==> src/rtl/div_seq.sv <==
// Sequential signed restoring divider: one quotient bit per clock, MIPS DIV result
// convention (LO = quotient, HI = remainder) and the same ctrl/stop handshake as the multiplier.
module div_seq #(
   parameter int WIDTH = 32
) (
   input  logic             clk,
   input  logic             reset,
   input  logic [WIDTH-1:0] A,
   input  logic [WIDTH-1:0] B,
   input  logic             div_ctrl,
   output logic [WIDTH-1:0] HI,
   output logic [WIDTH-1:0] LO,
   output logic             stop,
   output logic             div_zero
);

   localparam int CW = $clog2(WIDTH + 1);

   localparam logic [2:0] S_IDLE     = 3'd0;
   localparam logic [2:0] S_RUN      = 3'd1;
   localparam logic [2:0] S_FINISH   = 3'd2;
   localparam logic [2:0] S_DONE     = 3'd3;
   localparam logic [2:0] S_WAIT_LOW = 3'd4;

   logic [2:0]       r_state;
   logic [CW-1:0]    r_cnt;
   logic             r_sign_q;
   logic             r_sign_r;
   logic [WIDTH-1:0] r_quo;
   logic [WIDTH:0]   r_rem;
   logic [WIDTH-1:0] r_div;
   logic [WIDTH-1:0] r_hi;
   logic [WIDTH-1:0] r_lo;
   logic             r_stop;
   logic             r_div_zero;

   logic [WIDTH-1:0] w_abs_a;
   logic [WIDTH-1:0] w_abs_b;
   logic [WIDTH+1:0] w_rem_sh;
   logic [WIDTH+1:0] w_diff;
   logic             w_borrow;

   // Two's-complement negate wraps 0x80000000 onto itself, which is its unsigned magnitude.
   assign w_abs_a = A[WIDTH-1] ? -A : A;
   assign w_abs_b = B[WIDTH-1] ? -B : B;

   // Partial remainder shifted left with the next dividend bit; the extra top bit is the borrow.
   assign w_rem_sh = {r_rem, r_quo[WIDTH-1]};
   assign w_diff   = w_rem_sh - {2'b00, r_div};
   assign w_borrow = w_diff[WIDTH+1];

   always_ff @(posedge clk) begin
      if (reset) begin
         r_state    <= S_IDLE;
         r_cnt      <= '0;
         r_sign_q   <= 1'b0;
         r_sign_r   <= 1'b0;
         r_quo      <= '0;
         r_rem      <= '0;
         r_div      <= '0;
         r_hi       <= '0;
         r_lo       <= '0;
         r_stop     <= 1'b0;
         r_div_zero <= 1'b0;
      end else begin
         r_stop <= 1'b0;
         case (r_state)
            S_IDLE: begin
               if (div_ctrl) begin
                  r_sign_q <= A[WIDTH-1] ^ B[WIDTH-1];
                  r_sign_r <= A[WIDTH-1];
                  r_quo    <= w_abs_a;
                  r_div    <= w_abs_b;
                  r_rem    <= '0;
                  r_cnt    <= CW'(WIDTH);
                  if (B == '0) begin
                     r_div_zero <= 1'b1;
                     r_state    <= S_DONE;
                  end else begin
                     r_div_zero <= 1'b0;
                     r_state    <= S_RUN;
                  end
               end
            end

            S_RUN: begin
               r_rem <= w_borrow ? w_rem_sh[WIDTH:0] : w_diff[WIDTH:0];
               r_quo <= {r_quo[WIDTH-2:0], ~w_borrow};
               r_cnt <= r_cnt - CW'(1);
               if (r_cnt == CW'(1)) begin
                  r_state <= S_FINISH;
               end
            end

            S_FINISH: begin
               r_lo    <= r_sign_q ? -r_quo : r_quo;
               r_hi    <= r_sign_r ? -r_rem[WIDTH-1:0] : r_rem[WIDTH-1:0];
               r_stop  <= 1'b1;
               r_state <= S_DONE;
            end

            // A normal result arrives here with stop already high; the divide-by-zero path
            // arrives straight from IDLE and raises its single stop pulse here instead.
            S_DONE: begin
               r_stop  <= r_div_zero;
               r_state <= div_ctrl ? S_WAIT_LOW : S_IDLE;
            end

            S_WAIT_LOW: begin
               if (!div_ctrl) begin
                  r_state <= S_IDLE;
               end
            end

            default: begin
               r_state <= S_IDLE;
            end
         endcase
      end
   end

   assign HI       = r_hi;
   assign LO       = r_lo;
   assign stop     = r_stop;
   assign div_zero = r_div_zero;

endmodule

==> config.mk <==
export PLATFORM = sky130hd
export DESIGN_NAME = div_seq
export DESIGN_NICKNAME = d
export VERILOG_FILES = /design/src/rtl/div_seq.sv
export SDC_FILE = /design/constraint.sdc
export NUM_CORES = 1
export LEC_CHECK = 0
export BUFFER_PORTS_ARGS = -buffer_cell sky130_fd_sc_hd__buf_4
export CORE_ASPECT_RATIO = 1.1
export CORE_MARGIN = 3
export CORE_UTILIZATION = 64
export DETAILED_ROUTE_END_ITERATION = 8
export PLACE_DENSITY_LB_ADDON = 0.3
export SLEW_MARGIN = 40
export SYNTH_ARGS = -nofsm -noshare
export SYNTH_HDL_FRONTEND = slang
export SYNTH_SLANG_ARGS = --single-unit
==> constraint.sdc <==
create_clock -name clk -period 6 [get_ports clk]
set_input_delay 0.6 -clock clk [delete_from_list [all_inputs] [get_ports clk]]
set_output_delay 0.6 -clock clk [all_outputs]
set_load 0.005 [all_outputs]
==> impl_metrics.env, run 1 <==
export IMPL_final_common_cell="dfxtp_1"
export IMPL_whs_endpoint="r_quo[14]"
export IMPL_finalCritPeriodShare_pct=70.8
export IMPL_dr_max_layer_used="met4"
export IMPL_wl_met3_um=2020
export IMPL_ios=133
export IMPL_synth_xor_area_share_pct=11.9
export IMPL_cts_made_buffers=17
export IMPL_p_seq_share_pct=40.4
export IMPL_synth_compound_area_share_pct=25.1
export IMPL_syn_avg_cell_area_sq_um=8.02
export IMPL_synth_seq_cells=174
export IMPL_cts_resized=0
export IMPL_wl_per_cell_um=17.4
export IMPL_setup_viol=0
export IMPL_ys_warn_count=0
export IMPL_reg2reg_to="r_rem[3]"
export IMPL_finalHoldViolCount=0
export IMPL_syn_area_sq_um=10600
export IMPL_drive_above_1_share_pct=13.8
export IMPL_yosysUniqueCellTypes=59
export IMPL_hpwl_um=20800
export IMPL_fin_setup_tns_ns=0
export IMPL_switchingPower_mw=1.17
export IMPL_ir_drop_uv=224
export IMPL_cts_tree="built"
export IMPL_grt_pass1_vias=9013
export IMPL_met1_length_um=12000
export IMPL_fp_dieW_um=129
export IMPL_p_leak_nw=4.84
export IMPL_reg2reg_depth=12
export IMPL_drt_iter0_markers=773
export IMPL_swShare_pct=33.9
export IMPL_cts_path_max_buffers=2
export IMPL_hold_start="A[14]"
export IMPL_drtPass1Iterations=6
export IMPL_ys_seq_area_share_pct=32.7
export IMPL_final_nets=1513
export IMPL_async_flop_share_pct=0
export IMPL_max_freq_mhz=235
export IMPL_portBuffers=132
export IMPL_drc_errors=0
export IMPL_rsz0062_at_grt="no"
export IMPL_whs_path_depth=4
export IMPL_cts_sinks=174
export IMPL_antenna_cells=0
export IMPL_yosys_mux_area_fraction_pct=2.63
export IMPL_status="completed"
export IMPL_drv_slew=0
export IMPL_routabilityCongestion=0.962
export IMPL_slew_headroom_pct=48.7
export IMPL_num_vias=10100
export IMPL_power_internal_mw=2.28
export IMPL_final_min_clock_period_ns=4.25
export IMPL_synth_edff_count=0
export IMPL_cp_arrival_ns=4.53
export IMPL_grtUsageTotal_pct=30.5
export IMPL_combPwrFrac_pct=27.5
export IMPL_insertion_delay_ns=0.45
export IMPL_met2_length_um=13400
export IMPL_holdBufCountCts=0
export IMPL_cp_start_kind="register"
export IMPL_grt_pass1_wl_um=45200
export IMPL_area_growth_pct=15.2
export IMPL_cp_max_fo=21
export IMPL_yosys_area_share_simple_pct=18.3
export IMPL_synth_adder_area_share_pct=4.66
export IMPL_final_cell_area_sq_um=12300
export IMPL_path_clk_slew_ns=0.08
export IMPL_synthCells=1327
export IMPL_grt_start_max_net_pins=87
export IMPL_r2r_start="r_rem[0]"
export IMPL_finalClockSkew_ns=0.0112
export IMPL_end_kind="register"
export IMPL_synth_top_family_by_area="compound AO/OA/AOI/OAI gates"
export IMPL_tightest_slew_ns=0.769
export IMPL_min_delay_path_class="primary input to register"
export IMPL_power_frac_clock_pct=32.1
export IMPL_finalCoreUtilization_pct=76.7
export IMPL_htreeDepth=4
export IMPL_cp_required_ns=6.29
export IMPL_ant_nets=0
export IMPL_placed_cell_area_sq_um=11700
export IMPL_row_count=48
export IMPL_worstSetupPathType="register to register"
export IMPL_syn_nets=1433
export IMPL_coreArea_sq_um=16000
export IMPL_die_y_um=141
export IMPL_wirelength_um=28100
export IMPL_max_cap_viol_count=0
export IMPL_ctsRootBufferMaster="clkbuf_16"
export IMPL_n_fill_cell=1212
export IMPL_powerDensity_nw_per_um2=281
export IMPL_rrSetupSlack_ns=1.75
export IMPL_final_cell_mix="dfxtp_1, nand2_1, buf_4, nor2_1, xor2_1"
export IMPL_antenna_found_initial=0
export IMPL_viasPerCell=6.22
export IMPL_synthFlopType="dfxtp_1"
export IMPL_cts_setup_buffers=0
export IMPL_initial_core_util_pct=66.6
export IMPL_grt_ovfl_total=0
export IMPL_dieArea_sq_um=18200
## kinds of logic after synthesis
| logic type | count (synthesis) |
|---|---|
| simple gates | 414 |
| compound gates | 398 |
| buf+inv | 130 |
| mux | 28 |
| flops | 174 |
| fa+ha+maj | 39 |
| xor+xnor | 144 |
## critical path: stages (launching register included)
cell and delay, ns:
dfxtp_1 0.40, ha_1 0.31, nor2b_1 0.17, o2111ai_1 0.17
a21oi_1 0.24, o211ai_1 0.20, a2111oi_1 0.75, o31ai_1 0.23
nor3_2 0.55, buf_4 0.40, buf_4 0.29, mux2i_1 0.24
o21ai_0 0.12
## per-layer routing
| metal | track usage (%) | vias to the layer above |
|---|---|---|
| met2 | 49.8 | 398 |
| met4 | 9.95 | 0 |
| met3 | 5.00 | 55 |
| li1 | - | 4968 |
| met1 | 41.2 | 4662 |
| met5 | 0 | - |
## flip-flops by register name, summed over array words and instances, names as in the netlist
signal    count
r_rem        33
HI           32
LO           32
r_div        32
r_quo        32
r_cnt         6
r_state       3
div_zero      1
r_sign_q      1
r_sign_r      1
stop          1
## worst max path at each step
| stage | startpoint | end | slack [ns] | cells after the start |
|---|---|---|---|---|
| 2_1_floorplan | r_quo[6] | LO[28] | 2.65 | 9 |
| 3_3_place_gp | r_rem[0] | r_rem[6] | 1.95 | 12 |
| 3_5_place_dp | r_rem[0] | r_rem[2] | 1.68 | 12 |
| 4_1_cts | r_rem[0] | r_rem[3] | 1.63 | 12 |
| 5_1_grt | r_rem[0] | r_rem[3] | 1.46 | 12 |
| 6_report | r_rem[0] | r_rem[3] | 1.75 | 12 |
## power groups by stage
stage	Sequential, mW	Clock [mW]	Combinational (mW)
4_1_cts	1.39	1.11	0.941
6_report	1.39	1.10	0.949
3_5_place_dp	1.42	0	0.934
5_1_grt	1.41	1.16	1.05
3_3_place_gp	1.41	0	0.913
2_1_floorplan	1.38	0	0.660
## cell usage after synthesis (all sizes together) (2+ instances only)
| master | count | area (sq um) |
|---|---|---|
| dfxtp | 174 | 3480 |
| nand2 | 141 | 529 |
| nor2 | 137 | 514 |
| xor2 | 92 | 806 |
| a211oi | 91 | 688 |
| o21ai | 84 | 420 |
| a21oi | 76 | 380 |
| clkbuf | 68 | 255 |
| xnor2 | 52 | 455 |
| inv | 49 | 184 |
| ha | 38 | 475 |
| o31ai | 35 | 277 |
| or4 | 31 | 240 |
| mux2i | 28 | 280 |
| a22oi | 27 | 203 |
| or3 | 20 | 145 |
| o41ai | 19 | 174 |
| nor3 | 15 | 75.1 |
| a21o | 14 | 105 |
| nand3 | 14 | 70.1 |
| buf | 13 | 53.8 |
| a2bb2oi | 9 | 78.8 |
| nor2b | 9 | 56.3 |
| and2 | 8 | 50.1 |
| nor4 | 8 | 50.1 |
| o21a | 8 | 60.1 |
| a221oi | 5 | 43.8 |
| a31oi | 5 | 31.3 |
| nand2b | 5 | 31.3 |
| nand3b | 5 | 37.5 |
| a21boi | 4 | 30.0 |
| a32oi | 4 | 35.0 |
| and3 | 4 | 25.0 |
| nand4 | 4 | 25.0 |
| o221ai | 4 | 35.0 |
| or2 | 4 | 25.0 |
| nor3b | 3 | 22.5 |
| a22o | 2 | 17.5 |
| and4 | 2 | 17.5 |
| o2111ai | 2 | 17.5 |
| o211ai | 2 | 15.0 |
| o21bai | 2 | 15.0 |
## cell type report
class | count | area, sq um | area share [%]
well taps | 200 | 250 | 2.04
multi-input cells | 1023 | 6680 | 54.5
flip-flops and latches | 174 | 3490 | 28.4
clock buffers | 18 | 439 | 3.58
clock inverters | 14 | 145 | 1.18
inverters | 49 | 184 | 1.50
repair buffers | 142 | 1070 | 8.73
## through the flow
| stage | setup WS, ns | std cells | hold slack (ns) | power [mW] |
|---|---|---|---|---|
| 2_1_floorplan | 2.65 | 1327 | 0.432 | 2.04 |
| 3_3_place_gp | 1.95 | 1588 | 0.443 | 2.32 |
| 3_5_place_dp | 1.68 | 1588 | 0.447 | 2.35 |
| 4_1_cts | 1.63 | 1620 | 0.438 | 3.44 |
| 5_1_grt | 1.46 | 1620 | 0.453 | 3.61 |
| 6_report | 1.75 | 1620 | 0.449 | 3.45 |
No activity file was read; power rests on OpenSTA's default activity.
==> run 2, diff against run 1 <==
--- a/config.mk
+++ b/config.mk
@@ -8,7 +8,7 @@
 export BUFFER_PORTS_ARGS = -buffer_cell sky130_fd_sc_hd__buf_4
 export CORE_ASPECT_RATIO = 1.1
 export CORE_MARGIN = 3
-export CORE_UTILIZATION = 64
+export CORE_UTILIZATION = 53
 export DETAILED_ROUTE_END_ITERATION = 8
 export PLACE_DENSITY_LB_ADDON = 0.3
 export SLEW_MARGIN = 40
==> constraint.sdc (replaced) <==
create_clock -name clk -period 3.45 [get_ports clk]
set_input_delay 0.345 -clock clk [delete_from_list [all_inputs] [get_ports clk]]
set_output_delay 0.345 -clock clk [all_outputs]
set_load 0.005 [all_outputs]
==> impl_metrics.env, run 2 (synthesis gave the netlist of run 1 again) <==
export IMPL_portBuffers=132
export IMPL_ctsRootBufferMaster="clkbuf_16"
export IMPL_placed_cell_area_sq_um=11900
export IMPL_ir_drop_uv=411
export IMPL_power_internal_mw=3.93
export IMPL_swShare_pct=34.3
export IMPL_combPwrFrac_pct=28.5
export IMPL_final_nets=1533
export IMPL_drive_above_1_share_pct=15.8
export IMPL_finalHoldViolCount=0
export IMPL_n_fill_cell=1680
export IMPL_drc_errors=0
export IMPL_pre_cts_ws_ns=0.0290
export IMPL_regMostFlops="r_rem"
export IMPL_cts_path_max_buffers=2
export IMPL_cts_sinks=174
export IMPL_max_freq_mhz=290
export IMPL_path_clk_slew_ns=0.07
export IMPL_cts_setup_buffers=0
export IMPL_insertion_delay_ns=0.44
export IMPL_finalCritPeriodShare_pct=99.8
export IMPL_cp_cell_sequence="or4_4 -> or3_4 -> or3_4 -> or3_4 -> or3_4 -> or4_4 -> o41ai_4 -> xor2_1 -> a211oi_1"
export IMPL_hpwl_um=20000
export IMPL_die_y_um=155
export IMPL_setup_viol=0
export IMPL_cp_start_kind="register"
export IMPL_grt_pass1_vias=9275
export IMPL_max_cap_viol_count=0
export IMPL_antenna_found_initial=0
export IMPL_power_frac_clock_pct=31.2
export IMPL_routabilityCongestion=0.932
export IMPL_antenna_cells=0
export IMPL_cp_required_ns=3.74
export IMPL_fin_setup_tns_ns=0
export IMPL_ios=133
export IMPL_hold_start="B[0]"
export IMPL_worstSetupPathType="register to register"
export IMPL_final_cell_area_sq_um=12500
export IMPL_wirelength_um=27100
export IMPL_drv_slew=0
export IMPL_finalCoreUtilization_pct=64.6
export IMPL_slew_headroom_pct=52.9
export IMPL_reg2reg_depth=9
export IMPL_cts_tree="built"
export IMPL_total_power_mw=5.98
export IMPL_max_stage_delay_ns=0.54
export IMPL_p_leak_nw=4.96
export IMPL_grtUsageTotal_pct=24.4
export IMPL_layout_setup_ws_ns=0.00750
export IMPL_htreeDepth=4
export IMPL_final_common_cell="dfxtp_1"
export IMPL_drt_iter0_markers=722
export IMPL_whs_endpoint="r_div[0]"
export IMPL_drtPass1Iterations=5
export IMPL_coreArea_sq_um=19400
export IMPL_finalClockSkew_ns=0.0100
export IMPL_cp_arrival_ns=3.73
export IMPL_powerDensity_nw_per_um2=476
export IMPL_row_count=53
export IMPL_initial_core_util_pct=54.7
export IMPL_fp_dieW_um=141
export IMPL_p_seq_share_pct=40.3
export IMPL_switchingPower_mw=2.05
export IMPL_end_kind="register"
export IMPL_status="completed"
export IMPL_grt_pass1_wl_um=44600
export IMPL_dieArea_sq_um=21800
export IMPL_r2r_start="r_quo[6]"
export IMPL_num_vias=9976
export IMPL_final_cell_mix="dfxtp_1, buf_4, nand2_1, nor2_1, xor2_1"
export IMPL_grt_start_max_net_pins=125
export IMPL_ant_nets=0
export IMPL_rrSetupSlack_ns=0.008
export IMPL_final_min_clock_period_ns=3.44
export IMPL_cp_max_fo=4
export IMPL_largest_register_ff_count=33
export IMPL_cts_made_buffers=17
export IMPL_reg2reg_to="LO[29]"
export IMPL_crit_top_cell="or3_4"
export IMPL_tightest_slew_ns=0.707
export IMPL_whs_path_depth=3
export IMPL_wl_per_cell_um=16.1
export IMPL_viasPerCell=5.91
export IMPL_crit_slowest_cell="or4_4"
export IMPL_rsz0062_at_grt="yes"
export IMPL_grt_ovfl_total=0
export IMPL_area_growth_pct=18.0
export IMPL_min_delay_path_class="primary input to register"
## run 2: area by class of cell
type | instances | area (sq um) | area share (%)
Timing Repair Buffer | 162 | 1260 | 10.0
Tap cell | 247 | 309 | 2.46
Clock inverter | 15 | 139 | 1.11
Sequential cell | 174 | 3490 | 27.8
Clock buffer | 17 | 425 | 3.39
Multi-Input combinational cell | 1023 | 6750 | 53.8
Inverter | 49 | 184 | 1.47
## run 2: worst max path at each step
stage / start / endpoint / slack [ns] / depth (start not counted)
final: r_quo[6] / LO[29] / 0.008 / 9
after global routing: r_quo[6] / LO[29] / -0.11 / 9
after CTS: r_quo[6] / LO[28] / -0.02 / 9
after detailed placement: r_quo[6] / LO[28] / 0.03 / 9
after global placement: r_quo[6] / LO[28] / 0.07 / 9
after floorplan: r_quo[6] / LO[28] / 0.1 / 9
## run 2: worst max-delay path: cells and delay by family, from the launching register on
kind / cells / cell delay [ns]
AOI/OAI and AO/OA: 2 / 0.32
xor gates and xnor gates: 1 / 0.20
and+or+nand+nor: 6 / 2.46
DFF: 1 / 0.33
## run 2: repair_timing
action	in CTS	in global routing
endpoints found under the setup margin	2	40
pin swaps	0	3
hold buffers	0	0
gates cloned	0	0
resized for setup	0	16
## run 2: metal layers
metal / GRT usage, % / part of all wire (%) / wire, um
met1: 30.9 / 43 / 11500
met2: 42.3 / 50 / 13600
met3: 4.82 / 6.2 / 1680
met4: 6.78 / 1.2 / 322
met5: 0 / 0 / 0
## run 2: through the flow
stage | std cells | hold slack (ns)
after CTS | 1687 | 0.180
final | 1687 | 0.192
after global placement | 1655 | 0.442
after global routing | 1687 | 0.197
after floorplan | 1327 | 0.432
after detailed placement | 1655 | 0.450
## run 2: power groups by stage
stage / Combinational (mW) / Clock [mW] / Sequential (mW)
6_report: 1.70 / 1.87 / 2.41
5_1_grt: 1.90 / 1.98 / 2.44
4_1_cts: 1.68 / 1.90 / 2.40
3_5_place_dp: 1.67 / 0 / 2.45
3_3_place_gp: 1.64 / 0 / 2.44
2_1_floorplan: 1.15 / 0 / 2.40
==> run 3, diff against run 2 <==
--- a/config.mk
+++ b/config.mk
@@ -11,6 +11,7 @@
 export CORE_UTILIZATION = 53
 export DETAILED_ROUTE_END_ITERATION = 8
 export PLACE_DENSITY_LB_ADDON = 0.3
+export RECOVER_POWER = 100
 export SLEW_MARGIN = 40
 export SYNTH_ARGS = -nofsm -noshare
 export SYNTH_HDL_FRONTEND = slang
==> impl_metrics.env, run 3 (synthesis gave the netlist of run 1 again) <==
export IMPL_status="finished with violations"
export IMPL_failed_checks="max-capacitance violations, max-slew violations, negative setup slack"
export IMPL_cts_path_max_buffers=2
export IMPL_cp_max_fo=4
export IMPL_area_growth_pct=17.1
export IMPL_final_common_cell="dfxtp_1"
export IMPL_antenna_found_initial=0
export IMPL_cts_setup_buffers=0
export IMPL_p_leak_nw=4.84
export IMPL_routabilityCongestion=0.932
export IMPL_cp_start_kind="register"
export IMPL_wirelength_um=27200
export IMPL_min_delay_path_class="primary input to register"
export IMPL_reg2reg_depth=9
export IMPL_cts_sinks=174
export IMPL_wl_per_cell_um=16.1
export IMPL_power_internal_mw=3.90
export IMPL_total_power_mw=5.95
export IMPL_cts_made_buffers=17
export IMPL_grt_pass1_vias=9275
export IMPL_final_cell_area_sq_um=12500
export IMPL_end_kind="register"
export IMPL_coreArea_sq_um=19400
export IMPL_rsz0062_at_grt="yes"
export IMPL_viasPerCell=5.95
export IMPL_die_y_um=155
export IMPL_drv_slew=35
export IMPL_max_freq_mhz=290
export IMPL_layout_setup_ws_ns=-0.000873
export IMPL_n_fill_cell=1713
export IMPL_ir_drop_uv=414
export IMPL_power_frac_clock_pct=31.4
export IMPL_cp_required_ns=3.74
export IMPL_num_vias=10000
export IMPL_reg2reg_to="LO[29]"
export IMPL_grt_ovfl_total=0
export IMPL_met2_usage_pct=42.3
export IMPL_fp_dieW_um=141
export IMPL_final_min_clock_period_ns=3.45
export IMPL_hpwl_um=20000
export IMPL_initial_core_util_pct=54.7
export IMPL_ctsRootBufferMaster="clkbuf_16"
export IMPL_largest_register_ff_count=33
export IMPL_regMostFlops="r_rem"
export IMPL_portBuffers=132
export IMPL_powerDensity_nw_per_um2=477
export IMPL_swShare_pct=34.5
export IMPL_drtPass1Iterations=6
export IMPL_grt_start_max_net_pins=125
export IMPL_finalCritPeriodShare_pct=100
export IMPL_combPwrFrac_pct=28.1
export IMPL_ant_nets=0
export IMPL_path_clk_slew_ns=0.07
export IMPL_htreeDepth=4
export IMPL_cp_arrival_ns=3.74
export IMPL_drc_errors=0
export IMPL_grt_pass1_wl_um=44600
export IMPL_insertion_delay_ns=0.44
export IMPL_switchingPower_mw=2.05
export IMPL_antenna_cells=0
export IMPL_whs_endpoint="r_div[0]"
export IMPL_slew_headroom_pct=-2.18
export IMPL_finalCoreUtilization_pct=64.1
export IMPL_row_count=53
export IMPL_drive_above_1_share_pct=14.3
export IMPL_grtUsageTotal_pct=24.4
export IMPL_startpoint="r_quo[6]"
export IMPL_ios=133
export IMPL_whs_path_depth=3
export IMPL_r2r_start="r_quo[6]"
export IMPL_placed_cell_area_sq_um=11900
export IMPL_use_met3_pct=4.82
export IMPL_dieArea_sq_um=21800
export IMPL_met1_usage_pct=30.9
export IMPL_p_seq_share_pct=40.5
export IMPL_rrSetupSlack_ns=-0.0009
export IMPL_finalHoldViolCount=0
export IMPL_cts_tree="built"
export IMPL_tightest_slew_ns=1.53
export IMPL_final_cell_mix="dfxtp_1, nand2_1, nor2_1, xor2_1"
export IMPL_max_cap_viol_count=1
export IMPL_setup_viol=1
export IMPL_whs_ns=0.190
export IMPL_drt_iter0_markers=757
export IMPL_worstSetupPathType="register to register"
export IMPL_hold_start="B[0]"
export IMPL_finalClockSkew_ns=0.00920
export IMPL_grt_busiest_layer="met2"
export IMPL_final_nets=1533
[run 3: cell count changes in the layout (fill, tap and decap cells not counted), sizes merged]
cell,delta
clkbuf,+69
buf,-69
[run 3: how the worst max path moves through the flow]
stage,cells after the start,slack (ns),to
global route,9,-0.11,LO[29]
global placement,9,0.07,LO[28]
detailed placement,9,0.03,LO[28]
finish,9,-0.0009,LO[29]
CTS,9,-0.02,LO[28]
floorplan,9,0.1,LO[28]
[run 3: critical path, stage by stage, from the launching register on]
cell and delay (ns):
dfxtp_2 0.33, or4_4 0.54, or3_4 0.35, or3_4 0.40, or3_4 0.35, or3_4 0.35, or4_4 0.47, o41ai_4 0.23
xor2_1 0.20, a211oi_1 0.09
[run 3: metrics by stage]
step | TNS, ns | setup WS (ns) | cells
2_1_floorplan | 0 | 0.0976 | 1327
3_3_place_gp | 0 | 0.0723 | 1655
3_5_place_dp | 0 | 0.0290 | 1655
4_1_cts | -0.0170 | -0.0157 | 1687
5_1_grt | -0.196 | -0.110 | 1687
6_report | -0.000873 | -0.000873 | 1687
[run 3: power groups by stage]
stage          registers [mW]  clock network [mW]  logic (mW)
2_1_floorplan            2.40                   0        1.15
3_3_place_gp             2.44                   0        1.64
3_5_place_dp             2.45                   0        1.67
4_1_cts                  2.40                1.90        1.68
5_1_grt                  2.44                1.98        1.87
6_report                 2.41                1.87        1.67
[run 3: cell type report]
type | instances | area [sq um] | area share [%]
Clock inverter | 15 | 139 | 1.12
Sequential cell | 174 | 3490 | 28.0
Timing Repair Buffer | 162 | 1170 | 9.43
Inverter | 49 | 184 | 1.48
Multi-Input combinational cell | 1023 | 6740 | 54.1
Tap cell | 247 | 309 | 2.48
Clock buffer | 17 | 425 | 3.42
[run 3: metal layers]
metal | routed length, um | part of all wire, %
met3 | 1560 | 5.7
met2 | 13600 | 50
met5 | 0 | 0
met1 | 11700 | 43
met4 | 351 | 1.3
[run 3: repair_timing]
item,CTS,global route
endpoints found under the hold margin,0,0
endpoints found under the setup margin,2,40
hold buffers,0,0
pin swaps,0,3
resized for setup,0,16
